## src/rtl/water_heater_controller.sv

```systemverilog
`default_nettype none
// ============================================================================
// Module      : water_heater_controller
// Description : Drum water heater controller. It latches a target temperature
//               on start, heats to the target, then holds it with hysteresis
//               for a settle window before reporting done. A watchdog raises
//               a sticky fault if heating and holding together take too long.
//               Optional build macro HEATER_OVERTEMP_EN adds an
//               over-temperature trip (OVERTEMP_LIMIT) while heating or holding.
// Revision    : 1.0 - initial release
// ============================================================================
module water_heater_controller #(
    parameter int HYSTERESIS    = 2,
    parameter int SETTLE_CYCLES = 4,
    parameter int HEAT_TIMEOUT  = 600,
    parameter int CNT_W         = 16
`ifdef HEATER_OVERTEMP_EN
    ,
    parameter int OVERTEMP_LIMIT = 95
`endif
) (
    input  logic       clk,
    input  logic       reset,
    input  logic       start,
    input  logic       abort,
    input  logic       clear,
    input  logic [6:0] selected_temperature,
    input  logic [6:0] measured_temperature,
    output logic       heater_on,
    output logic       heat_done,
    output logic       heat_fault,
    output logic [2:0] state
);

    typedef enum logic [2:0] {
        S_IDLE  = 3'd0,
        S_LATCH = 3'd1,
        S_HEAT  = 3'd2,
        S_HOLD  = 3'd3,
        S_DONE  = 3'd4,
        S_FAULT = 3'd5
    } state_t;

    localparam logic [CNT_W-1:0] c_timeout_last = CNT_W'(HEAT_TIMEOUT - 1);
    localparam logic [CNT_W-1:0] c_settle_last  = CNT_W'(SETTLE_CYCLES - 1);
    localparam logic [6:0]       c_hyst         = 7'(HYSTERESIS);

    state_t           r_state;
    state_t           w_next_state;
    logic [6:0]       r_target;
    logic [CNT_W-1:0] r_timeout_cnt;
    logic [CNT_W-1:0] r_settle_cnt;
    logic             r_heater_on;
    logic             r_heat_done;
    logic             r_heat_fault;

    logic [6:0]       w_lo;
    logic             w_at_target;
    logic             w_below_lo;
    logic             w_timeout;
    logic             w_settled;
    logic             w_overtemp;
    logic             w_active;

    // Low hysteresis threshold, saturating at zero for small targets
    assign w_lo        = (r_target >= c_hyst) ? (r_target - c_hyst) : 7'd0;
    assign w_at_target = (measured_temperature >= r_target);
    assign w_below_lo  = (measured_temperature < w_lo);
    assign w_timeout   = (r_timeout_cnt == c_timeout_last);
    assign w_settled   = (r_settle_cnt == c_settle_last);
    assign w_active    = (r_state == S_HEAT) || (r_state == S_HOLD);

`ifdef HEATER_OVERTEMP_EN
    assign w_overtemp  = (measured_temperature >= 7'(OVERTEMP_LIMIT));
`else
    assign w_overtemp  = 1'b0;
`endif

    // Next-state decision; abort overrides everything, overtemp beats timeout,
    // timeout beats a settle completion or any other in-band move
    always_comb begin
        w_next_state = r_state;
        case (r_state)
            S_IDLE: begin
                if (start) begin
                    w_next_state = S_LATCH;
                end
            end
            S_LATCH: begin
                if (r_target == 7'd0) begin
                    w_next_state = S_DONE;
                end else if (w_at_target) begin
                    w_next_state = S_HOLD;
                end else begin
                    w_next_state = S_HEAT;
                end
            end
            S_HEAT: begin
                if (w_overtemp || w_timeout) begin
                    w_next_state = S_FAULT;
                end else if (w_at_target) begin
                    w_next_state = S_HOLD;
                end
            end
            S_HOLD: begin
                if (w_overtemp || w_timeout) begin
                    w_next_state = S_FAULT;
                end else if (w_below_lo) begin
                    w_next_state = S_HEAT;
                end else if (w_settled) begin
                    w_next_state = S_DONE;
                end
            end
            S_DONE, S_FAULT: begin
                if (clear) begin
                    w_next_state = S_IDLE;
                end
            end
            default: begin
                w_next_state = S_IDLE;
            end
        endcase
        if (abort) begin
            w_next_state = S_IDLE;
        end
    end

    // State register with outputs decoded from the next state so they line up
    // with the state code in the same cycle
    always_ff @(posedge clk) begin
        if (reset) begin
            r_state      <= S_IDLE;
            r_heater_on  <= 1'b0;
            r_heat_done  <= 1'b0;
            r_heat_fault <= 1'b0;
        end else begin
            r_state      <= w_next_state;
            r_heater_on  <= (w_next_state == S_HEAT);
            r_heat_done  <= (w_next_state == S_DONE);
            r_heat_fault <= (w_next_state == S_FAULT);
        end
    end

    // Target is captured only on an accepted start; later selector changes are ignored
    always_ff @(posedge clk) begin
        if (reset) begin
            r_target <= 7'd0;
        end else if ((r_state == S_IDLE) && start && !abort) begin
            r_target <= selected_temperature;
        end
    end

    // Watchdog spans HEAT and HOLD together and saturates at its trip value
    always_ff @(posedge clk) begin
        if (reset) begin
            r_timeout_cnt <= '0;
        end else if (r_state == S_IDLE) begin
            r_timeout_cnt <= '0;
        end else if (w_active && !w_timeout) begin
            r_timeout_cnt <= r_timeout_cnt + CNT_W'(1);
        end
    end

    // Settle counter runs only while staying in HOLD and restarts on any exit
    always_ff @(posedge clk) begin
        if (reset) begin
            r_settle_cnt <= '0;
        end else if ((r_state == S_HOLD) && (w_next_state == S_HOLD)) begin
            r_settle_cnt <= r_settle_cnt + CNT_W'(1);
        end else begin
            r_settle_cnt <= '0;
        end
    end

    assign heater_on  = r_heater_on;
    assign heat_done  = r_heat_done;
    assign heat_fault = r_heat_fault;
    assign state      = r_state;

endmodule
`default_nettype wire

```

## config.mk

```make
export PLATFORM = sky130hd
export DESIGN_NAME = water_heater_controller
export DESIGN_NICKNAME = d
export VERILOG_FILES = /design/src/rtl/water_heater_controller.sv
export SDC_FILE = /design/constraint.sdc
export NUM_CORES = 1
export LEC_CHECK = 0
export BUFFER_PORTS_ARGS = -buffer_cell sky130_fd_sc_hd__buf_4
export CELL_PAD_IN_SITES_DETAIL_PLACEMENT = 1
export CELL_PAD_IN_SITES_GLOBAL_PLACEMENT = 1
export CORE_MARGIN = 1
export CORE_UTILIZATION = 45
export DETAILED_ROUTE_END_ITERATION = 8
export PLACE_DENSITY = 0.88
export REMOVE_ABC_BUFFERS = 1
export SYNTH_ARGS = -nofsm -noshare
export SYNTH_HDL_FRONTEND = slang
export SYNTH_SLANG_ARGS = --single-unit
export TNS_END_PERCENT = 5
```

## constraint.sdc

```tcl
create_clock -name clk -period 3.65 [get_ports clk]
set_clock_uncertainty 0.05 [all_clocks]
set_input_delay 0.365 -clock clk [delete_from_list [all_inputs] [get_ports clk]]
set_output_delay 0.365 -clock clk [all_outputs]
set_load 0.005 [all_outputs]
```

Yosys cells after proc, flatten, opt, wreduce, memory -nomap -nowiden
Cells that the tools add are included.
{"block": "classes", "add_sub_neg": 3, "magnitude_cmp": 3, "eq_ne": 11, "muxes": 12, "n_bitwise": 1, "n_reduce_logical": 12}
{"op": "adder 16 x 1 -> 16 bit, second input constant", "n": 2}
{"op": "two-way mux 3 bit", "n": 9}
{"op": "== test 16 x 10 -> 1 bit, second input constant", "n": 1}
{"op": "== test 16 x 2 -> 1 bit, second input constant", "n": 1}
{"op": "case mux 3 bit (5 select lines)", "n": 1}
{"op": "== test 3 x 2 -> 1 bit, second input constant", "n": 4}
{"op": "== test 3 bit, second input constant", "n": 4}
{"op": "greater-or-equal comparator 7 x 2 -> 1 bit, second input constant", "n": 1}
{"op": "greater-or-equal comparator 7 bit", "n": 1}
{"op": "zero test 7 bit", "n": 1}
{"op": "less-than comparator 7 bit", "n": 1}
{"op": "two-way mux 7 bit", "n": 1}
{"op": "subtractor 7 x 2 -> 7 bit, second input constant", "n": 1}
{"op": "OR reduction 2 bit", "n": 3}
{"op": "logical AND 1 bit", "n": 4}
{"op": "== test 3 x 1 -> 1 bit, second input constant", "n": 1}
{"op": "zero test 3 bit", "n": 1}
{"op": "zero test 1 bit", "n": 2}
{"op": "logical OR 1 bit", "n": 1}
{"op": "two-way mux 1 bit", "n": 1}
{"op": "NOT 1 bit", "n": 1}
{"block": "word_totals", "reg_bits": 45, "input_bits": 19, "out_inout_bits": 6, "wordCells": 49}

Logic depth before layout (Yosys ltp)
Gate-level depths: netlist of the first run.
{"block": "logic_depth", "depth_word": 11, "depth_mapped": 13, "depth_no_buf": 12}

Worst setup path before layout of the first run
Ideal clock, no wire load.
{"block": "synth_timing", "path_type": "flip-flop to flip-flop", "from": "register r_target[1]", "to": "register r_heat_fault (netlist: heat_fault)", "setup_time_ns": 0.120, "t_arrival_ns": 2.651, "required_ns": 3.480, "path_slack_ns": 0.829, "path_stages_with_launch": 14, "n_path_buf": 1, "synth_period_minus_slack_ns": 2.821, "path_cell_list": "dfxtp_1 > inv_1 > ha_1 > nand3_1 > a41o_1 > nand2b_1 > ha_1 > or4b_1 > a31o_1 > a22o_1 > a31o_1 > a21oi_2 > buf_4 > nor2_1"}
{"block": "synth_between", "elab_chain_len": 8, "elab_cells_between_ends": 15, "classes_between": "1 x add/sub; 3 x order compare; 1 x eq/ne; 9 x mux; 1 x reduce/logical"}
{"element": "start: declaration", "line": "50", "text": "logic [6:0] r_target;"}
{"element": "start signal: assignment", "line": "149", "text": "r_target <= selected_temperature;"}
{"element": "subtractor 7 x 2 -> 7 bit or greater-or-equal comparator 7 x 2 -> 1 bit (tied branches)", "line": "66", "text": "assign w_lo = (r_target >= c_hyst) ? (r_target - c_hyst) : 7'd0;"}
{"element": "two-way mux 7 bit", "line": "66"}
{"element": "less-than comparator 7 bit", "line": "68", "text": "assign w_below_lo = (measured_temperature < w_lo);"}
{"element": "two-way mux 3 bit", "line": "108", "text": "end else if (w_below_lo) begin"}
{"element": "two-way mux 3 bit", "line": "106", "text": "if (w_overtemp || w_timeout) begin"}
{"element": "case mux 3 bit (5 select lines) (*)", "line": "83", "text": "case (r_state)"}
{"element": "two-way mux 3 bit (*)", "line": "123", "text": "if (abort) begin"}
{"element": "== test 3 bit (*)", "line": "140", "text": "r_heat_fault <= (w_next_state == S_FAULT);"}
{"element": "end signal: assignment", "line": "140"}
{"element": "end: declaration", "line": "55", "text": "logic r_heat_fault;"}
Every way passes the cells marked *; elsewhere a longest branch is shown, timed or not.
A chain may end at the register's enable or synchronous reset.

Worst setup path in the final report of the first run
{"block": "layout_timing", "from": "register r_target[1]", "to": "register r_settle_cnt[1]"}
{"block": "layout_between", "elab_chain_len": 11, "elab_cells_between_ends": 18, "classes_between": "1 x add/sub; 3 x order compare; 1 x eq/ne; 9 x mux; 1 x bitwise; 3 x reduce/logical"}
{"element": "subtractor 7 x 2 -> 7 bit or greater-or-equal comparator 7 x 2 -> 1 bit (tied branches)", "line": "66"}
{"element": "two-way mux 7 bit", "line": "66"}
{"element": "less-than comparator 7 bit", "line": "68"}
{"element": "two-way mux 3 bit", "line": "108"}
{"element": "two-way mux 3 bit", "line": "106"}
{"element": "case mux 3 bit (5 select lines) (*)", "line": "83"}
{"element": "two-way mux 3 bit (*)", "line": "123"}
{"element": "== test 3 x 2 -> 1 bit (*)", "line": "168", "text": "end else if ((r_state == S_HOLD) && (w_next_state == S_HOLD)) begin"}
{"element": "logical AND 1 bit (*)", "line": "168"}
{"element": "NOT 1 bit (no line) (*)"}
{"element": "OR reduction 2 bit (no line) (*)"}
{"element": "end signal: assignment", "line": "169", "text": "r_settle_cnt <= r_settle_cnt + CNT_W'(1);"}
{"element": "end: declaration", "line": "52", "text": "logic [CNT_W-1:0] r_settle_cnt;"}
Marks and branches as above.

==> flow_summary_export.csv, run 1 <==
group,metric,value,unit
place,post-place-cells,371,
finish,areaGrowthSynthToFinish,13.52,%
sta,rsz0062_at_grt,"false",
finish,n_antenna_cell,0,
sta,setup_tns,0,ns
finish,finish.utilization,0.5437,
place,post_dp_cell_area,2736,um2
worst_setup_path,crit_required,3.81,ns
power_and_ir_drop,switchingPower,261.1,uW
clock_tree,clkLatencyLatePin,0.30,ns
yosys,synth_area,2509,um2
yosys,async_reset_ff_frac,0,
power_and_ir_drop,power_density,361.4,nW/um2
route,wl_per_cell,15.16,um
clock_tree,cts-htree-levels,2,
finish,final_nets,343,
clock_tree,numCtsBuffers,5,
sta,max_freq,308.4,MHz
route,num_vias,2056,
route,vias_per_cell,5.425,
job,cap_violations,0,
finish,regArea,900.9,um2
power_and_ir_drop,clkPwrFrac,0.367,
place,dp_hpwl,4440,um
sta,finalMaxSlewViolations,0,
route,routed_wl,5744,um
clock_tree,cts.sinks,45,
floorplanning,core,5238,um2
floorplanning,dieHeight,76.67,um
worst_setup_path,critPathMaxStageDelay,0.48,ns
global_routing,grt_max_degree,21,
worst_setup_path,endpoint_kind,"flip-flop",
clock_tree,clockRootBuffer,"clkbuf_8",
power_and_ir_drop,p_int,768.0,uW
yosys,synth_top_area_cell,"dfxtp_1",
worst_setup_path,path_cells,"inv_1 > ha_1 > nand3_1 > a41o_1 > nand2b_1 > ha_1 > or4b_1 > a31o_1 > a22o_1 > a21oi_4 > nand4b_4 > nor3b_1",
power_and_ir_drop,netSwitchingFraction,0.2537,
power_and_ir_drop,leakagePower,0.001070,uW
hold_path,hold_path.class,"in2reg",
route,dr.pass1.iters,4,
yosys,ys_seq_area_frac,0.3591,
worst_setup_path,start_kind,"flip-flop",
clock_tree,cts_tree,"yes",
worst_setup_path,cpMaxStageDelayCell,"or4b_1",
sta,hold_violations,0,
sta,tightest_slew,0.5708,ns
global_routing,grt_usage,0.2112,
sta,hold_ws,0.2544,ns
status,status,"completed",
clock_tree,cts_max_path_buffers,2,
power_and_ir_drop,combPwrFrac,0.142,
floorplanning,rows,26,
place,gpl.final_weighted_congestion,0.8122,
clock_tree,clkSlewWorstSetupHoldPaths,0.09,ns
floorplanning,die_area,5878,um2
power_and_ir_drop,vdd_drop_max,0.1971,mV
worst_setup_path,path_max_fanout,16,
finish,fin_cells,379,
worst_setup_path,crit_top_cell,"ha_1",
floorplanning,num_io_pins,25,
finish,layout_common_cells,"45 x dfxtp_1, 31 x nor2_1, 26 x buf_4",
place,io_buffers,24,
yosys,synth_cell_types,48,
global_routing,antenna_found_initial,0,
route,drtIter0Drc,54,
yosys,postSynthCellCount,285,
sta,slew_headroom,0.6159,
yosys,ys.flop_type,"dfxtp_1",
yosys,syn_avg_cell_area,8.802,um2
global_routing,grt_overflow_total,0,
yosys,synth_edf_count,0,
sta,finalSetupViolations,0,
yosys,synth.top_cell.area_share,0.3591,
finish,drive_above_1_share,0.1553,
finish,final_common_cell,"dfxtp_1",
yosys,ys_ff_latch,45,
power_and_ir_drop,seqPwrFrac,0.491,
clock_tree,post_cts.repair.setup_buffers,0,
floorplanning,initial_core_util,0.4790,
finish,fill_cells,623,
finish,multi_input_area,1500,um2
global_routing,grt_pass1_wl,9956,um
clock_tree,holdBufCountCts,0,
worst_setup_path,crit_arrival,3.40,ns
global_routing,grt_pass1_vias,2082,
sta,period_share,0.8885,
yosys,yosys_warnings,0,
sta,finalCriticalPeriod,3.243,ns
yosys,synth_area_leaders,"dfxtp_1 36%, ha_1 8.0%, xnor2_1 6.3%",
route,ant_nets,0,
clock_tree,ctsResizeCount,0,
worst_setup_path,setup.worst_path.class,"reg2reg",
route,drc,0,
finish,finalInstanceArea,2848,um2
floorplanning,die_w,76.67,um
## logic make-up after synthesis
kind of cell    count (synthesis)  share of synthesized area
mux                             8                    0.03192
flops                          45                     0.3591
xor+xnor                       29                     0.1012
fa+ha+maj                      16                    0.07980
simple gates                  127                     0.2873
buf+inv                        24                    0.04289
compound gates                 36                    0.09777
## metal layers
layer | vias up | share of wire | GRT usage
met4 | 0 | 0.0091 | 0.05192
met5 | - | 0 | 0
met1 | 979 | 0.49 | 0.2770
met3 | 6 | 0.021 | 0.03690
li1 | 1047 | - | -
met2 | 24 | 0.48 | 0.3571
## metrics by stage
step           total power, uW  setup WS [ns]
2_1_floorplan            608.2         0.3977
3_3_place_gp             655.2         0.5997
3_5_place_dp             663.1         0.3936
4_1_cts                   1041         0.3824
5_1_grt                   1080         0.2194
6_report                  1029         0.4071
## final timing paths
| path | slack, ns | cells past startpoint | start | to |
|---|---|---|---|---|
| setup / recovery | 0.41 | 12 | r_target[1]$_SDFFE_PP0P_ | r_settle_cnt[1]$_SDFF_PP0_ |
| hold / removal | 0.25 | 3 | selected_temperature[3] | r_target[3]$_SDFFE_PP0P_ |
| setup reg to reg | 0.41 | 12 | r_target[1]$_SDFFE_PP0P_ | r_settle_cnt[1]$_SDFF_PP0_ |
| hold reg to reg | 0.47 | 1 | r_settle_cnt[0]$_SDFF_PP0_ | r_settle_cnt[0]$_SDFF_PP0_ |
## layout make-up
class / count / share of cell area
clock buffer: 6 / 0.02548
clock inverter: 2 / 0.01362
sequential: 45 / 0.3163
timing repair buffer: 26 / 0.06854
tap: 70 / 0.03076
inverter: 14 / 0.01845
multi-input combinational: 216 / 0.5268
## worst max-delay path, delay by kind of cell (launching register included)
kind	cells	cell delay, ns
adder cells (fa/ha/maj)	2	0.48
buffers and inverters	1	0.10
flip-flops	1	0.40
AO/OA/AOI/OAI	4	0.82
AND/OR/NAND/NOR	5	1.32
## power groups by stage
stage,logic [uW],registers [uW],clock network (uW)
6_report,146,505,378
3_3_place_gp,139,516,0
4_1_cts,147,506,388
3_5_place_dp,146,517,0
2_1_floorplan,94.3,514,0
5_1_grt,165,507,409
## synth_stat cells, types with 3 or more instances
cell / count
dfxtp_1: 45
nor3b_1: 4
nand2_1: 19
or3_1: 5
clkbuf_1: 5
nor2_1: 31
o21ai_0: 10
inv_1: 14
ha_1: 16
xor2_1: 11
nor3_1: 15
mux2i_1: 8
nor2b_1: 5
nand3_1: 8
nor4_1: 4
a21oi_1: 9
nor3_2: 10
xnor2_1: 18
and3_1: 3
nand4_1: 10
## registers in the layout (all words and copies together), names as in the netlist
| register | count |
|---|---|
| r_settle_cnt | 16 |
| r_timeout_cnt | 16 |
| r_target | 7 |
| state | 3 |
| heat_done | 1 |
| heat_fault | 1 |
| heater_on | 1 |
Note: power is estimated with default switching activity, not from simulation.
==> run 2, diff against run 1 <==
REMOVE_ABC_BUFFERS = not set   (was 1)
SLEW_MARGIN = 20   (was not set)
==> run 2 against run 1 <==
Critical path depth unchanged. Sequential share of layout area fell by 0.056 points. Global-route usage grew 0.87 points. Worst setup slack better by 0.0015 ns. Non-clock buffer count is the same. Clock-buffer cell count up 1. Routed wire length increased by 0.70%. Core utilization is 0.096 points higher. Largest cell class unchanged. Largest power group unchanged.
==> flow_summary_export.csv, run 2 (synthesis gave the netlist of run 1 again) <==
group,metric,value,unit
yosys,postSynthNetCount,320,
route,routed_wl,5784,um
worst_setup_path,crit_arrival,3.42,ns
route,wl_per_cell,15.26,um
finish,largestRegisters,"r_settle_cnt (16), r_timeout_cnt (16), r_target (7)",
floorplanning,die_w,76.67,um
worst_setup_path,path_cells,"inv_1 > ha_1 > nand3_1 > a41o_1 > nand2b_1 > ha_1 > or4b_1 > a31o_1 > a22o_1 > a21oi_4 > nand4b_4 > nor3b_1",
global_routing,antenna_found_initial,0,
finish,drive_above_1_share,0.1553,
route,vias_per_cell,5.517,
power_and_ir_drop,clkPwrFrac,0.374,
worst_setup_path,cpMaxStageDelayCell,"or4b_1",
sta,hold_violations,0,
sta,tightest_slew,0.6105,ns
finish,finalInstanceArea,2853,um2
finish,final_common_cell,"dfxtp_1",
finish,layout_common_cells,"45 x dfxtp_1, 31 x nor2_1, 26 x buf_4",
power_and_ir_drop,vdd_drop_max,0.2936,mV
power_and_ir_drop,seqPwrFrac,0.483,
clock_tree,numCtsBuffers,5,
floorplanning,num_io_pins,25,
worst_setup_path,cp_top_family,"simple AND/OR/NAND/NOR gates",
power_and_ir_drop,combPwrFrac,0.143,
clock_tree,cts_tree,"yes",
sta,max_freq,308.5,MHz
clock_tree,clockRootBuffer,"clkbuf_8",
worst_setup_path,crit_top_cell,"ha_1",
global_routing,grt_overflow_total,0,
worst_setup_path,crit_required,3.83,ns
route,drc,0,
clock_tree,cts-htree-levels,2,
hold_path,hold_path.class,"in2reg",
sta,slew_headroom,0.5892,
route,ant_nets,0,
global_routing,grt_pass1_wl,10130,um
floorplanning,rows,26,
place,place_ws,0.4424,ns
floorplanning,initial_core_util,0.4790,
power_and_ir_drop,switchingPower,260.3,uW
place,post_dp_cell_area,2736,um2
place,dp_hpwl,4390,um
route,num_vias,2091,
worst_setup_path,setup.worst_path.class,"reg2reg",
global_routing,grt_max_degree,21,
sta,finalCriticalPeriod,3.241,ns
clock_tree,post_cts.repair.setup_buffers,0,
finish,finish.utilization,0.5447,
clock_tree,ctsResizeCount,0,
finish,final_nets,343,
clock_tree,clkSlewWorstSetupHoldPaths,0.08,ns
floorplanning,core,5238,um2
global_routing,grt_usage,0.2199,
worst_setup_path,start_kind,"flip-flop",
route,dr.pass1.iters,4,
clock_tree,clkLatencyLatePin,0.31,ns
clock_tree,holdBufCountCts,0,
worst_setup_path,endpoint_kind,"flip-flop",
power_and_ir_drop,netSwitchingFraction,0.2488,
finish,n_antenna_cell,0,
job,cap_violations,0,
sta,finalSetupViolations,0,
worst_setup_path,critPathMaxStageDelay,0.48,ns
power_and_ir_drop,p_int,785.8,uW
worst_setup_path,critPathBufInv,1,
global_routing,grt_pass1_vias,2172,
floorplanning,dieHeight,76.67,um
clock_tree,cts_max_path_buffers,2,
place,io_buffers,24,
route,drtIter0Drc,61,
worst_setup_path,path_max_fanout,16,
floorplanning,die_area,5878,um2
finish,areaGrowthSynthToFinish,13.72,%
status,status,"completed",
sta,setup_tns,0,ns
clock_tree,cts.sinks,45,
sta,rsz0062_at_grt,"false",
sta,finalMaxSlewViolations,0,
sta,setup_ws,0.4086,ns
power_and_ir_drop,leakagePower,0.001073,uW
sta,period_share,0.8880,
power_and_ir_drop,power_density,366.7,nW/um2
place,gpl.final_weighted_congestion,0.9108,
==> run 2: final timing paths <==
path	start	endpoint	slack, ns	depth (start not counted)
max reg2reg	r_target[1]$_SDFFE_PP0P_	r_settle_cnt[5]$_SDFF_PP0_	0.41	12
min reg2reg	r_settle_cnt[0]$_SDFF_PP0_	r_settle_cnt[0]$_SDFF_PP0_	0.46	1
max	r_target[1]$_SDFFE_PP0P_	r_settle_cnt[5]$_SDFF_PP0_	0.41	12
min	selected_temperature[2]	r_target[2]$_SDFFE_PP0P_	0.24	3
==> run 2: power by group through the flow <==
stage                     sequential (uW)  combinational (uW)  clock, uW
after floorplan                       512                 102          0
after global placement                516                 139          0
after detailed placement              517                 147          0
after CTS                             505                 150        402
after global routing                  506                 169        418
final                                 505                 150        391
==> run 2: worst reg2reg max path, delay by kind of cell (launching register included) <==
kind / cells / cell delay (ns)
compound gates: 4 / 0.81
fa+ha+maj: 2 / 0.47
buf+inv: 1 / 0.10
flops: 1 / 0.40
simple gates: 5 / 1.31
==> run 2: layout make-up <==
| cell class | count | area [um2] |
|---|---|---|
| clock inverter | 1 | 30.03 |
| inverter | 14 | 52.55 |
| multi-input combinational | 216 | 1500 |
| clock buffer | 7 | 86.33 |
| tap | 70 | 87.58 |
| fill | 631 | 2385 |
| timing repair buffer | 26 | 195.2 |
| sequential | 45 | 900.9 |
==> run 2: through the flow <==
step	total power (uW)	instances	hold WS (ns)
after CTS	1057	379	0.2380
after floorplan	614.4	285	0.4035
final	1046	379	0.2426
after global placement	655.5	371	0.4327
after global routing	1094	379	0.2518
after detailed placement	664.0	371	0.4402
==> run 2: layer usage <==
| metal | track usage | up-vias | wire (um) |
|---|---|---|---|
| met4 | 0.09615 | 0 | 130 |
| met2 | 0.3866 | 28 | 2914 |
| met3 | 0.04643 | 14 | 156 |
| li1 | - | 1050 | - |
| met5 | 0 | - | 0 |
| met1 | 0.2550 | 999 | 2584 |
